$ cat src/rtl/wb_rr_arbiter.sv
// Two-master Wishbone arbiter. Round-robin grants happen only between bus cycles, and a watchdog flags an owner that holds the bus too long.
// Optional: define ARB_STATS_EN to add grant and wait statistics counters.
module wb_rr_arbiter #(
  parameter int ADDR_W   = 24,
  parameter int DATA_W   = 16,
  parameter int SEL_W    = 2,
  parameter int MAX_HOLD = 32
) (
  input  logic              i_clk,
  input  logic              i_rst,
  input  logic              i_wb0_cyc,
  input  logic              i_wb0_stb,
  input  logic              i_wb0_we,
  input  logic [ADDR_W-1:0] i_wb0_adr,
  input  logic [DATA_W-1:0] i_wb0_dat,
  input  logic [SEL_W-1:0]  i_wb0_sel,
  input  logic              i_wb0_4_burst,
  input  logic              i_wb0_8_burst,
  output logic              o_wb0_ack,
  output logic              o_wb0_err,
  output logic              o_wb0_rty,
  input  logic              i_wb1_cyc,
  input  logic              i_wb1_stb,
  input  logic              i_wb1_we,
  input  logic [ADDR_W-1:0] i_wb1_adr,
  input  logic [DATA_W-1:0] i_wb1_dat,
  input  logic [SEL_W-1:0]  i_wb1_sel,
  input  logic              i_wb1_4_burst,
  input  logic              i_wb1_8_burst,
  output logic              o_wb1_ack,
  output logic              o_wb1_err,
  output logic              o_wb1_rty,
  output logic              o_wb_cyc,
  output logic              o_wb_stb,
  output logic              o_wb_we,
  output logic [ADDR_W-1:0] o_wb_adr,
  output logic [DATA_W-1:0] o_wb_dat,
  output logic [SEL_W-1:0]  o_wb_sel,
  output logic              o_wb_4_burst,
  output logic              o_wb_8_burst,
  input  logic              i_wb_ack,
  input  logic              i_wb_err,
  input  logic              i_wb_rty,
`ifdef ARB_STATS_EN
  output logic [15:0]       o_grant_cnt0,
  output logic [15:0]       o_grant_cnt1,
  output logic [15:0]       o_wait_cnt,
`endif
  output logic              o_owner,
  output logic              o_hold_viol
);

  localparam int HOLD_W = 8;
  localparam logic [HOLD_W-1:0] HOLD_MAX = HOLD_W'(MAX_HOLD);

  typedef enum logic [1:0] {
    IDLE   = 2'd0,
    GRANT0 = 2'd1,
    GRANT1 = 2'd2,
    TURN   = 2'd3
  } state_t;

  state_t            state_reg;
  logic              owner_reg;
  logic [HOLD_W-1:0] hold_cnt_reg;
  logic              hold_viol_reg;

  logic granted0;
  logic granted1;
  logic other_waiting;

  assign granted0      = (state_reg == GRANT0);
  assign granted1      = (state_reg == GRANT1);
  assign other_waiting = (granted0 && i_wb1_cyc) || (granted1 && i_wb0_cyc);

  // Re-arbitration is only possible from IDLE, so a burst can never be split.
  always_ff @(posedge i_clk) begin
    if (i_rst) begin
      state_reg     <= IDLE;
      owner_reg     <= 1'b1;
      hold_cnt_reg  <= '0;
      hold_viol_reg <= 1'b0;
    end else begin
      case (state_reg)
        IDLE: begin
          if (i_wb0_cyc && (!i_wb1_cyc || owner_reg)) begin
            state_reg    <= GRANT0;
            owner_reg    <= 1'b0;
            hold_cnt_reg <= '0;
          end else if (i_wb1_cyc) begin
            state_reg    <= GRANT1;
            owner_reg    <= 1'b1;
            hold_cnt_reg <= '0;
          end
        end
        GRANT0, GRANT1: begin
          if ((granted0 && !i_wb0_cyc) || (granted1 && !i_wb1_cyc)) begin
            state_reg <= TURN;
          end
          if (other_waiting && hold_cnt_reg != HOLD_MAX) begin
            hold_cnt_reg <= hold_cnt_reg + 1'b1;
            if (hold_cnt_reg + 1'b1 == HOLD_MAX) begin
              hold_viol_reg <= 1'b1;
            end
          end
        end
        default: state_reg <= IDLE;
      endcase
    end
  end

  always_comb begin
    o_wb_cyc     = 1'b0;
    o_wb_stb     = 1'b0;
    o_wb_we      = 1'b0;
    o_wb_adr     = '0;
    o_wb_dat     = '0;
    o_wb_sel     = '0;
    o_wb_4_burst = 1'b0;
    o_wb_8_burst = 1'b0;
    if (granted0) begin
      o_wb_cyc     = i_wb0_cyc;
      o_wb_stb     = i_wb0_stb;
      o_wb_we      = i_wb0_we;
      o_wb_adr     = i_wb0_adr;
      o_wb_dat     = i_wb0_dat;
      o_wb_sel     = i_wb0_sel;
      o_wb_4_burst = i_wb0_4_burst;
      o_wb_8_burst = i_wb0_8_burst;
    end else if (granted1) begin
      o_wb_cyc     = i_wb1_cyc;
      o_wb_stb     = i_wb1_stb;
      o_wb_we      = i_wb1_we;
      o_wb_adr     = i_wb1_adr;
      o_wb_dat     = i_wb1_dat;
      o_wb_sel     = i_wb1_sel;
      o_wb_4_burst = i_wb1_4_burst;
      o_wb_8_burst = i_wb1_8_burst;
    end
  end

  assign o_wb0_ack   = granted0 && i_wb_ack;
  assign o_wb0_err   = granted0 && i_wb_err;
  assign o_wb0_rty   = granted0 && i_wb_rty;
  assign o_wb1_ack   = granted1 && i_wb_ack;
  assign o_wb1_err   = granted1 && i_wb_err;
  assign o_wb1_rty   = granted1 && i_wb_rty;
  assign o_owner     = owner_reg;
  assign o_hold_viol = hold_viol_reg;

`ifdef ARB_STATS_EN
  logic [15:0] grant_cnt0_reg;
  logic [15:0] grant_cnt1_reg;
  logic [15:0] wait_cnt_reg;
  logic        wait0;
  logic        wait1;
  logic        grant0_now;
  logic        grant1_now;

  // A master waits whenever it has cyc high but is not the one on the bus.
  assign wait0      = i_wb0_cyc && !granted0;
  assign wait1      = i_wb1_cyc && !granted1;
  assign grant0_now = (state_reg == IDLE) && i_wb0_cyc && (!i_wb1_cyc || owner_reg);
  assign grant1_now = (state_reg == IDLE) && i_wb1_cyc && !grant0_now;

  always_ff @(posedge i_clk) begin
    if (i_rst) begin
      grant_cnt0_reg <= '0;
      grant_cnt1_reg <= '0;
      wait_cnt_reg   <= '0;
    end else begin
      if (grant0_now) grant_cnt0_reg <= grant_cnt0_reg + 16'd1;
      if (grant1_now) grant_cnt1_reg <= grant_cnt1_reg + 16'd1;
      wait_cnt_reg <= wait_cnt_reg + 16'(wait0) + 16'(wait1);
    end
  end

  assign o_grant_cnt0 = grant_cnt0_reg;
  assign o_grant_cnt1 = grant_cnt1_reg;
  assign o_wait_cnt   = wait_cnt_reg;
`endif

endmodule

$ cat config.mk
export PLATFORM = sky130hd
export DESIGN_NAME = wb_rr_arbiter
export DESIGN_NICKNAME = d
export VERILOG_FILES = /design/src/rtl/wb_rr_arbiter.sv
export SDC_FILE = /design/constraint.sdc
export NUM_CORES = 1
export LEC_CHECK = 0
export ABC_AREA = 1
export CAP_MARGIN = 20
export CELL_PAD_IN_SITES_DETAIL_PLACEMENT = 1
export CELL_PAD_IN_SITES_GLOBAL_PLACEMENT = 1
export CORE_MARGIN = 2
export CORE_UTILIZATION = 19
export CTS_CLUSTER_SIZE = 28
export DETAILED_ROUTE_END_ITERATION = 6
export GPL_ROUTABILITY_DRIVEN = 0
export PLACE_DENSITY = 0.86
export SLEW_MARGIN = 20
export SYNTH_ARGS = -nofsm -noshare
export SYNTH_HDL_FRONTEND = slang
export SYNTH_SLANG_ARGS = --single-unit
$ cat constraint.sdc
create_clock -name i_clk -period 5 [get_ports i_clk]
set_input_delay 0.5 -clock i_clk [delete_from_list [all_inputs] [get_ports i_clk]]
set_output_delay 0.5 -clock i_clk [all_outputs]
set_load 0.05 [all_outputs]
Word-level counts from Yosys, hierarchy flattened
Index checks and enable logic that the tools add are counted.

storage, ports and cells
  bits in registers = 12
  input port bits = 99
  output and inout bits = 55
  word-level logic and storage cells = 63

cells by class
  muxes and demuxes = 26
  equal/unequal tests = 7
  reduce and logical (&&, ||, !) cells = 25
  add/subtract/negate cells = 1

operators with widths
  operator                                              number
  2-to-1 mux 24 bit                                     2
  2-to-1 mux 16 bit                                     2
  2-to-1 mux 8 bit                                      3
  case mux 8 bit (2 select lines)                       1
  logical AND 1 bit                                     12
  2-to-1 mux 1 bit                                      12
  2-to-1 mux 2 bit                                      5
  adder 8 x 1 -> 8 bit (second input constant)          1
  equality test 8 x 6 -> 1 bit (second input constant)  1
  != test 8 x 6 -> 1 bit (second input constant)        1
  AND reduction 3 bit                                   2
  != test 2 bit (second input constant)                 2
  case mux 2 bit (2 select lines)                       1
  AND reduction 2 bit                                   2
  nonzero test 2 bit                                    2
  logical OR 1 bit                                      3
  != test 3 bit (second input constant)                 1
  equality test 2 x 1 -> 1 bit (second input constant)  1
  equality test 2 bit (second input constant)           1
  zero test 1 bit                                       2
  zero test 2 bit                                       1
  OR reduction 2 bit                                    1

Longest topological paths before layout
Gate-level depths: netlist (run 1).

  depth in word-level cells = 6
  mapped depth = 11
  depth with buffers taken out = 10

Least setup slack after synthesis (run 1)
Ideal clock, no wire load.

  path kind = flip-flop to output port
  from = reg state_reg[1]
  to = out o_wb_adr[10]
  cell stages (with the launch flop) = 9
  required time = 4.500 ns
  data arrival time = 1.553 ns
  slack = 2.947 ns
  path through = dfxtp_1 -> inv_1 -> ha_1 -> buf_2 -> inv_1 -> buf_2 -> buf_2 -> nand3_1 -> nand2_1

on the way
  longest elaborated chain between the ends = 3
  elaborated cells between the ends (all ways) = 4

RTL lines
  item                    RTL line  RTL
  from (decl)             63        state_t state_reg;
  from (signal assigned)  79        state_reg <= IDLE;
  from (signal assigned)  87        state_reg <= GRANT0;
  from (signal assigned)  91        state_reg <= GRANT1;
  equality test 2 bit     73        assign granted1 = (state_reg == GRANT1);
  2-to-1 mux 24 bit       130       end else if (granted1) begin
  2-to-1 mux 24 bit (*)   121       if (granted0) begin
  to (decl)               36        output logic [ADDR_W-1:0] o_wb_adr,

Every way passes the cells marked *; elsewhere a longest branch is shown, timed or not.

Worst setup path after layout (run 1)
  from = reg state_reg[1]
  to = out o_wb_dat[15]

on the way
  longest elaborated chain between the ends = 3
  elaborated cells between the ends (all ways) = 4

RTL lines
  item                   RTL line  RTL
  equality test 2 bit    73
  2-to-1 mux 16 bit      130
  2-to-1 mux 16 bit (*)  121
  to (decl)              37        output logic [DATA_W-1:0] o_wb_dat,

Marks and branches as above.

==> flow_metrics.py, run 1 <==
metrics = {
    "timing": {
        "period_needed_ns": 3.61,
        "fin_ws_ns": 1.39,
        "tns_ns": 0,
        "finalCritPeriodShare_pct": 72.2,
        "hold_viol_final": 0,
        "setup_violations": 0,
        "slew_violations": 0,
        "worst_slew_pin_slew_ns": 0.976,
        "slew_headroom_pct": 35.0,
        "whs_ns": 0.464,
        "rsz0062_at_grt": "no",
        "final.setup_skew_ns": 0.00658,
        "timing.fmax_mhz": 277,
    },
    "power_and_ir_drop": {
        "irDropWorstVdd_mv": 0.511,
        "p_leak_nw": 1.45,
        "p_total_mw": 2.11,
        "power_density_mw_per_mm2": 654,
    },
    "route": {
        "drt_iter0_markers": 42,
        "wl_per_cell_um": 14.6,
        "ant_nets": 0,
        "post_drt_via_cell_ratio": 4.44,
        "drt-total-wl_um": 8110,
        "vias": 2462,
        "first_pass_iters": 4,
        "drc": 0,
    },
    "cts": {
        "root_buffer": "clkbuf_8",
        "post_cts.repair.setup_buffers": 0,
        "cts_tree": "yes",
        "clk_latency_ns": 0.25,
        "cts_hold_buf": 0,
        "clock_path_buffers": 2,
        "cts_resized": 0,
        "cts_sinks": 12,
        "cts_made_buffers": 3,
        "h-tree-depth": 1,
        "cts.reportedPaths.clkPinSlew_ns": 0.06,
    },
    "layout": {
        "fillCellCount": 1081,
        "drive_gt1_share_pct": 3.34,
        "largest_reg_flops": 8,
        "final_cell_mix": "clkdlybuf4s50_1 (153), nand2_1 (142), nand3_1 (61), inv_1 (23), nor2_1 (16)",
        "n_antenna_cell": 0,
        "syn_to_final_growth_pct": 101,
        "multi_input_area_mm2": 0.00117,
        "seq_area_um2": 240,
        "final_common_cell": "clkdlybuf4s50_1",
        "nets": 556,
    },
    "synth": {
        "ys_seq_elements": 12,
        "syn_nets": 417,
        "ys_seq_area_share_pct": 15.0,
        "yosys_warnings": 0,
        "synth_cell_types": 24,
        "synth_cells": 311,
        "avgSynthCellArea_um2": 5.16,
        "syn_area_mm2": 0.00161,
    },
    "grt": {
        "use_met2_pct": 31.4,
        "grt_busiest_layer": "met2",
        "grt_overflow": 0,
        "antenna_found_initial": 0,
        "grt.met3_usage_pct": 2.19,
        "grt_pass1_vias": 2477,
        "grt_pass1_wl_um": 12100,
        "grt_max_degree": 53,
        "use_met1_pct": 18.5,
        "gr-usage-all-layers_pct": 16.3,
    },
    "setup_path": {
        "slowest_delay_ns": 0.82,
        "required_ns": 4.50,
        "crit_fanout": 52,
        "cp_top_family": "buffers and inverters",
        "cp_slowest_cell": "clkdlybuf4s50_1",
        "path_class": "flop to output port",
        "crit_chain": "inv_1 -> ha_1 -> buf_4 -> inv_1 -> buf_4 -> nand3_1 -> nand2_1 -> clkdlybuf4s50_1",
        "cp_num_buf_inv": 5,
        "cp.arrival_ns": 3.11,
        "start_kind": "flop",
        "end_kind": "output port",
    },
    "placement": {
        "io_buffers": 153,
        "hpwl_um": 6540,
        "place_ws_ns": 1.65,
    },
    "floorplan": {
        "initial_core_util_pct": 19.5,
        "die_h_um": 95.9,
        "dieArea_mm2": 0.00920,
        "fp.dieW_um": 95.9,
        "rows": 33,
        "boundaryPins": 154,
        "core_area_mm2": 0.00822,
    },
    "hold_path": {
        "min_path_type": "flop to flop",
    },
    "flow_run": {
        "max_cap_viol_count": 0,
    },
    "run_status": {
        "status": "finished clean",
    },
}
[synthesized netlist by cell type]
master	n	area (um^2)
inv_2	1	3.75
nor2_1	16	60.1
a21oi_1	12	60.1
nand2_2	2	12.5
nor2_4	1	11.3
nand3_1	61	305
ha_1	7	87.6
a21boi_0	1	7.51
nand4_1	2	12.5
dfxtp_1	12	240
buf_6	2	22.5
o21ai_4	1	16.3
a21oi_2	1	8.76
buf_1	2	7.51
buf_2	9	45.0
o21ai_2	1	8.76
o21bai_1	1	7.51
inv_1	23	86.3
clkbuf_1	7	26.3
o21ai_0	4	20.0
nand3_2	1	10.0
nand2_1	142	533
nor3_1	1	5.00
buf_4	1	7.51
[routing by layer]
layer / vias to the layer above / routed length (um)
met5: - / 0
met4: 0 / 163
met3: 12 / 514
met2: 74 / 4270
met1: 1120 / 3160
li1: 1256 / -
[power breakdown]
part           switching, mW  internal [mW]  leakage [nW]
registers             0.0520          0.135        0.0987
logic                   1.23          0.582          1.32
clock network         0.0420         0.0698        0.0288
[path summary, 6_finish.rpt]
check | endpoint | startpoint | cells after the start | slack, ns
worst max register to register | state_reg[0] | state_reg[1] | 9 | 2.76
worst max-delay path | o_wb_dat[15] | state_reg[1] | 8 | 1.39
worst min-delay path | o_hold_viol | o_hold_viol | 2 | 0.46
worst min register to register | o_hold_viol | o_hold_viol | 2 | 0.46
[metrics by stage]
step / util [%] / std cells / instance area, um^2
floorplan: - / 311 / 1610
global placement: 38.7 / 550 / 3180
detailed placement: 38.7 / 550 / 3180
CTS: 39.3 / 554 / 3230
global route: 39.3 / 554 / 3230
finish: 39.3 / 554 / 3230
[area by class of cell]
cell class	count	share of cell area (%)
Clock buffer	4	1.70
Inverter	24	2.79
Multi-Input combinational cell	254	36.2
Sequential cell	12	7.43
Tap cell	105	4.07
Timing Repair Buffer	155	47.9
[worst register-to-register path: cells and delay by family, from the launching register on]
kind / cells / cell delay [ns]
simple gates: 2 / 0.27
compound gates: 3 / 0.51
flops: 1 / 0.34
buf+inv: 3 / 0.89
fa+ha+maj: 1 / 0.15
[kinds of logic after synthesis]
| group | after synthesis | synth area share, % |
|---|---|---|
| simple gates | 226 | 59.2 |
| buf+inv | 45 | 12.4 |
| compound gates | 21 | 8.03 |
| flops | 12 | 15.0 |
| fa+ha+maj | 7 | 5.46 |
No activity file was read; power rests on OpenSTA's default activity.
==> inputs of run 2 (changes only) <==
--- a/config.mk
+++ b/config.mk
@@ -10,11 +10,11 @@
 export CELL_PAD_IN_SITES_DETAIL_PLACEMENT = 1
 export CELL_PAD_IN_SITES_GLOBAL_PLACEMENT = 1
 export CORE_MARGIN = 2
-export CORE_UTILIZATION = 19
+export CORE_UTILIZATION = 16
 export CTS_CLUSTER_SIZE = 28
 export DETAILED_ROUTE_END_ITERATION = 6
 export GPL_ROUTABILITY_DRIVEN = 0
-export PLACE_DENSITY = 0.86
+export PLACE_DENSITY = 0.77
 export SLEW_MARGIN = 20
 export SYNTH_ARGS = -nofsm -noshare
 export SYNTH_HDL_FRONTEND = slang
==> constraint.sdc (replaced) <==
create_clock -name i_clk -period 3.23 [get_ports i_clk]
set_input_delay 0.323 -clock i_clk [delete_from_list [all_inputs] [get_ports i_clk]]
set_output_delay 0.323 -clock i_clk [all_outputs]
set_load 0.05 [all_outputs]
==> flow_metrics.py, run 2 (same netlist as run 1, synthesis figures left out) <==
metrics = {
    "timing": {
        "slew_violations": 0,
        "whs_ns": 0.457,
        "period_needed_ns": 2.41,
        "timing.fmax_mhz": 415,
        "setup_violations": 0,
        "tns_ns": 0,
        "hold_viol_final": 0,
        "worst_slew_pin_slew_ns": 0.496,
        "final.setup_skew_ns": 0.00223,
        "finalCritPeriodShare_pct": 74.6,
        "slew_headroom_pct": 66.8,
        "rsz0062_at_grt": "no",
    },
    "cts": {
        "cts_resized": 0,
        "clk_latency_ns": 0.24,
        "post_cts.repair.setup_buffers": 0,
        "cts_tree": "yes",
        "cts.reportedPaths.clkPinSlew_ns": 0.05,
        "h-tree-depth": 1,
        "cts_made_buffers": 3,
        "cts_hold_buf": 0,
        "clock_path_buffers": 2,
        "cts_sinks": 12,
        "root_buffer": "clkbuf_8",
    },
    "setup_path": {
        "cp.arrival_ns": 2.09,
        "required_ns": 2.91,
        "crit_fanout": 21,
        "path_class": "flop to output port",
        "crit_chain": "inv_1 -> ha_2 -> nand2_1 -> inv_1 -> clkdlybuf4s50_1",
        "end_kind": "output port",
        "slowest_delay_ns": 0.79,
        "start_kind": "flop",
        "crit_path_frequent_cell": "inv_1",
        "cp_slowest_cell": "clkdlybuf4s50_1",
    },
    "route": {
        "drt-total-wl_um": 8160,
        "wl_per_cell_um": 14.0,
        "first_pass_iters": 4,
        "ant_nets": 0,
        "drt_iter0_markers": 97,
        "vias": 2508,
        "drc": 0,
        "post_drt_via_cell_ratio": 4.29,
    },
    "floorplan": {
        "core_area_mm2": 0.00977,
        "dieArea_mm2": 0.0109,
        "initial_core_util_pct": 16.4,
        "die_h_um": 104,
        "fp.dieW_um": 104,
        "rows": 36,
        "boundaryPins": 154,
    },
    "grt": {
        "grt_pass1_wl_um": 12900,
        "gr-usage-all-layers_pct": 14.4,
        "grt_pass1_vias": 2492,
        "grt_overflow": 0,
        "grt_max_degree": 33,
        "antenna_found_initial": 0,
    },
    "power_and_ir_drop": {
        "p_leak_nw": 1.55,
        "irDropWorstVdd_mv": 0.300,
        "power_density_mw_per_mm2": 1010,
    },
    "layout": {
        "final_cell_mix": "nand2_1 (142), clkdlybuf4s50_1 (106), nand3_1 (61), buf_4 (47), inv_1 (23)",
        "syn_to_final_growth_pct": 101,
        "layout.cells.non_filler": 584,
        "largest_reg_flops": 8,
        "drive_gt1_share_pct": 14.4,
        "n_antenna_cell": 0,
        "utilization_pct": 33.0,
        "nets": 559,
        "final_common_cell": "nand2_1",
    },
    "run_status": {
        "status": "finished clean",
    },
    "placement": {
        "io_buffers": 153,
        "dp_cells": 581,
        "hpwl_um": 6810,
    },
    "flow_run": {
        "max_cap_viol_count": 0,
    },
    "hold_path": {
        "min_path_type": "flop to flop",
    },
}
-- run 2: changes by cell type in the layout (fill, tap and decap cells not counted) --
cell,change
clkdlybuf4s50_1,-47
buf_4,+45
buf_12,+5
clkbuf_8,-1
ha_1,-1
ha_2,+1
-- run 2: worst paths after layout --
kind                              startpoint            to  slack, ns  cells after the start
worst max-delay path            state_reg[0]     o_wb1_err       0.82                      5
worst min-delay path             o_hold_viol   o_hold_viol       0.46                      2
worst max register to register  state_reg[1]  state_reg[0]       1.15                     10
worst min register to register   o_hold_viol   o_hold_viol       0.46                      2
-- run 2: layout make-up --
class / instances / area, um^2
multi-input cells: 254 / 1170
clock buffers: 3 / 41.3
repair buffers: 158 / 1510
inverters: 24 / 90.1
flip-flops and latches: 12 / 240
fillers: 1290 / 6550
well taps: 133 / 166
-- run 2: worst max-delay path, delay by kind of cell (launching register included) --
| family | cells | cell delay [ns] |
|---|---|---|
| and+or+nand+nor | 1 | 0.11 |
| adders and majority gates | 1 | 0.46 |
| DFF | 1 | 0.34 |
| buffers and inverters | 3 | 0.94 |
-- run 2: through the flow --
step / area, um^2 / total power, mW / setup slack [ns]
floorplan: 1610 / 2.26 / 1.35
global placement: 3180 / 3.09 / 1.10
detailed placement: 3180 / 3.15 / 1.05
CTS: 3220 / 3.30 / 0.793
global route: 3220 / 3.49 / 0.690
finish: 3220 / 3.26 / 0.820
-- run 2: power by group --
part | leakage [nW] | switching (mW) | internal [mW] | total (mW)
sequential | 0.0987 | 0.0788 | 0.210 | 0.289
combinational | 1.43 | 1.94 | 0.900 | 2.83
clock | 0.0216 | 0.0554 | 0.0822 | 0.138
total | 1.55 | 2.07 | 1.19 | 3.26
-- run 2: routing by layer --
layer	routed length (um)	vias up	global-route usage [%]	part of all wire, %
li1	-	1261	-	-
met1	3410	1151	17.4	42
met2	4150	90	26.3	51
met3	463	6	2.57	5.7
met4	130	0	3.09	1.6
met5	0	-	0	0
==> inputs of run 3 (changes only) <==
==> constraint.sdc (replaced) <==
create_clock -name i_clk -period 2.2 [get_ports i_clk]
set_input_delay 0.22 -clock i_clk [delete_from_list [all_inputs] [get_ports i_clk]]
set_output_delay 0.22 -clock i_clk [all_outputs]
set_load 0.05 [all_outputs]
==> flow_metrics.py, run 3 (same netlist as run 1, synthesis figures left out) <==
metrics = {
    "setup_path": {
        "rr_worst_depth": 7,
        "r2r_end": "hold_cnt_reg[0]",
        "start_kind": "flop",
        "required_ns": 1.98,
        "cp.arrival_ns": 1.63,
        "r2r-start": "state_reg[0]",
        "cp_slowest_cell": "dfxtp_1",
        "slowest_delay_ns": 0.38,
        "crit_chain": "inv_1 -> ha_2 -> inv_1 -> buf_12 -> nand3_1 -> nand2_1 -> buf_4",
        "rrSetupSlack_ns": 0.48,
        "path_class": "flop to output port",
        "crit_fanout": 48,
        "end_kind": "output port",
        "crit_path_frequent_cell": "inv_1",
    },
    "grt": {
        "grt_max_degree": 51,
        "grt_pass1_vias": 2479,
        "gr-usage-all-layers_pct": 14.1,
        "antenna_found_initial": 0,
        "grt_overflow": 0,
        "grt_pass1_wl_um": 12600,
    },
    "power_and_ir_drop": {
        "power_density_mw_per_mm2": 1490,
        "p_leak_nw": 1.60,
        "irDropWorstVdd_mv": 0.774,
    },
    "layout": {
        "drive_gt1_share_pct": 15.9,
        "n_antenna_cell": 0,
        "largest_reg_flops": 8,
        "syn_to_final_growth_pct": 107,
        "utilization_pct": 33.9,
        "final_common_cell": "nand2_1",
        "final_cell_mix": "nand2_1 (142), clkdlybuf4s50_1 (100), nand3_1 (61), buf_4 (46), inv_1 (23)",
        "nets": 560,
    },
    "cts": {
        "cts_sinks": 12,
        "cts_hold_buf": 0,
        "root_buffer": "clkbuf_8",
        "cts_tree": "yes",
        "clock_path_buffers": 2,
        "cts_made_buffers": 3,
        "clk_latency_ns": 0.23,
        "h-tree-depth": 1,
        "post_cts.repair.setup_buffers": 0,
        "cts.reportedPaths.clkPinSlew_ns": 0.05,
        "cts_resized": 0,
    },
    "timing": {
        "tns_ns": 0,
        "final.setup_skew_ns": 0.00223,
        "whs_ns": 0.456,
        "worst_slew_pin_slew_ns": 0.498,
        "period_needed_ns": 1.85,
        "rsz0062_at_grt": "no",
        "finalCritPeriodShare_pct": 84.1,
        "fin_ws_ns": 0.349,
        "hold_viol_final": 0,
        "timing.fmax_mhz": 540,
        "slew_violations": 0,
        "slew_headroom_pct": 66.7,
        "setup_violations": 0,
    },
    "hold_path": {
        "worstHoldStart": "o_hold_viol",
        "min_path_type": "flop to flop",
        "min_to": "o_hold_viol",
        "whs_path_depth": 2,
    },
    "route": {
        "post_drt_via_cell_ratio": 4.31,
        "drt-total-wl_um": 8050,
        "ant_nets": 0,
        "wl_per_cell_um": 13.8,
        "first_pass_iters": 4,
        "vias": 2520,
        "drc": 0,
        "drt_iter0_markers": 107,
    },
    "floorplan": {
        "fp.dieW_um": 104,
        "die_h_um": 104,
        "rows": 36,
        "core_area_mm2": 0.00977,
        "initial_core_util_pct": 16.4,
        "dieArea_mm2": 0.0109,
        "boundaryPins": 154,
    },
    "placement": {
        "hpwl_um": 6680,
        "place_ws_ns": 0.485,
        "io_buffers": 153,
    },
    "run_status": {
        "status": "finished clean",
    },
    "flow_run": {
        "max_cap_viol_count": 0,
    },
}
[run 3: area by class of cell]
class | count | area (um^2)
multi-input cells | 254 | 1170
inverters | 24 | 90.1
clock buffers | 3 | 41.3
well taps | 133 | 166
repair buffers | 159 | 1610
fillers | 1263 | 6460
flip-flops and latches | 12 | 240
[run 3: power breakdown]
group | internal, mW | switching [mW] | leakage, nW
Combinational | 1.43 | 2.88 | 1.48
Clock | 0.120 | 0.0720 | 0.0216
Sequential | 0.308 | 0.121 | 0.0987
[run 3: how the worst max path moves through the flow]
stage / start / endpoint / depth (start not counted)
after floorplan: state_reg[1] / o_wb_adr[10] / 8
after global placement: i_wb1_cyc / hold_cnt_reg[6] / 8
final: state_reg[1] / o_wb_adr[17] / 7
after detailed placement: i_wb0_cyc / hold_cnt_reg[7] / 8
after global routing: state_reg[1] / o_wb_adr[14] / 7
after CTS: state_reg[1] / o_wb_adr[20] / 6
[run 3: worst max-delay path: cells and delay by family, from the launching register on]
family        cells  cell delay (ns)
buf+inv           4             0.60
simple gates      2             0.19
flops             1             0.38
fa+ha+maj         1             0.20
[run 3: metal layers]
metal | part of all wire, % | global-route usage, %
met2 | 51 | 25.9
met5 | 0 | 0
met4 | 2.0 | 3.96
met1 | 42 | 16.7
met3 | 5.3 | 2.26
[run 3: metrics by stage]
| step | std cells | area (um^2) | power [mW] |
|---|---|---|---|
| 4_1_cts | 585 | 3320 | 4.97 |
| 6_report | 585 | 3320 | 4.93 |
| 2_1_floorplan | 311 | 1610 | 3.32 |
| 3_5_place_dp | 582 | 3270 | 4.76 |
| 5_1_grt | 585 | 3320 | 5.26 |
| 3_3_place_gp | 582 | 3270 | 4.66 |
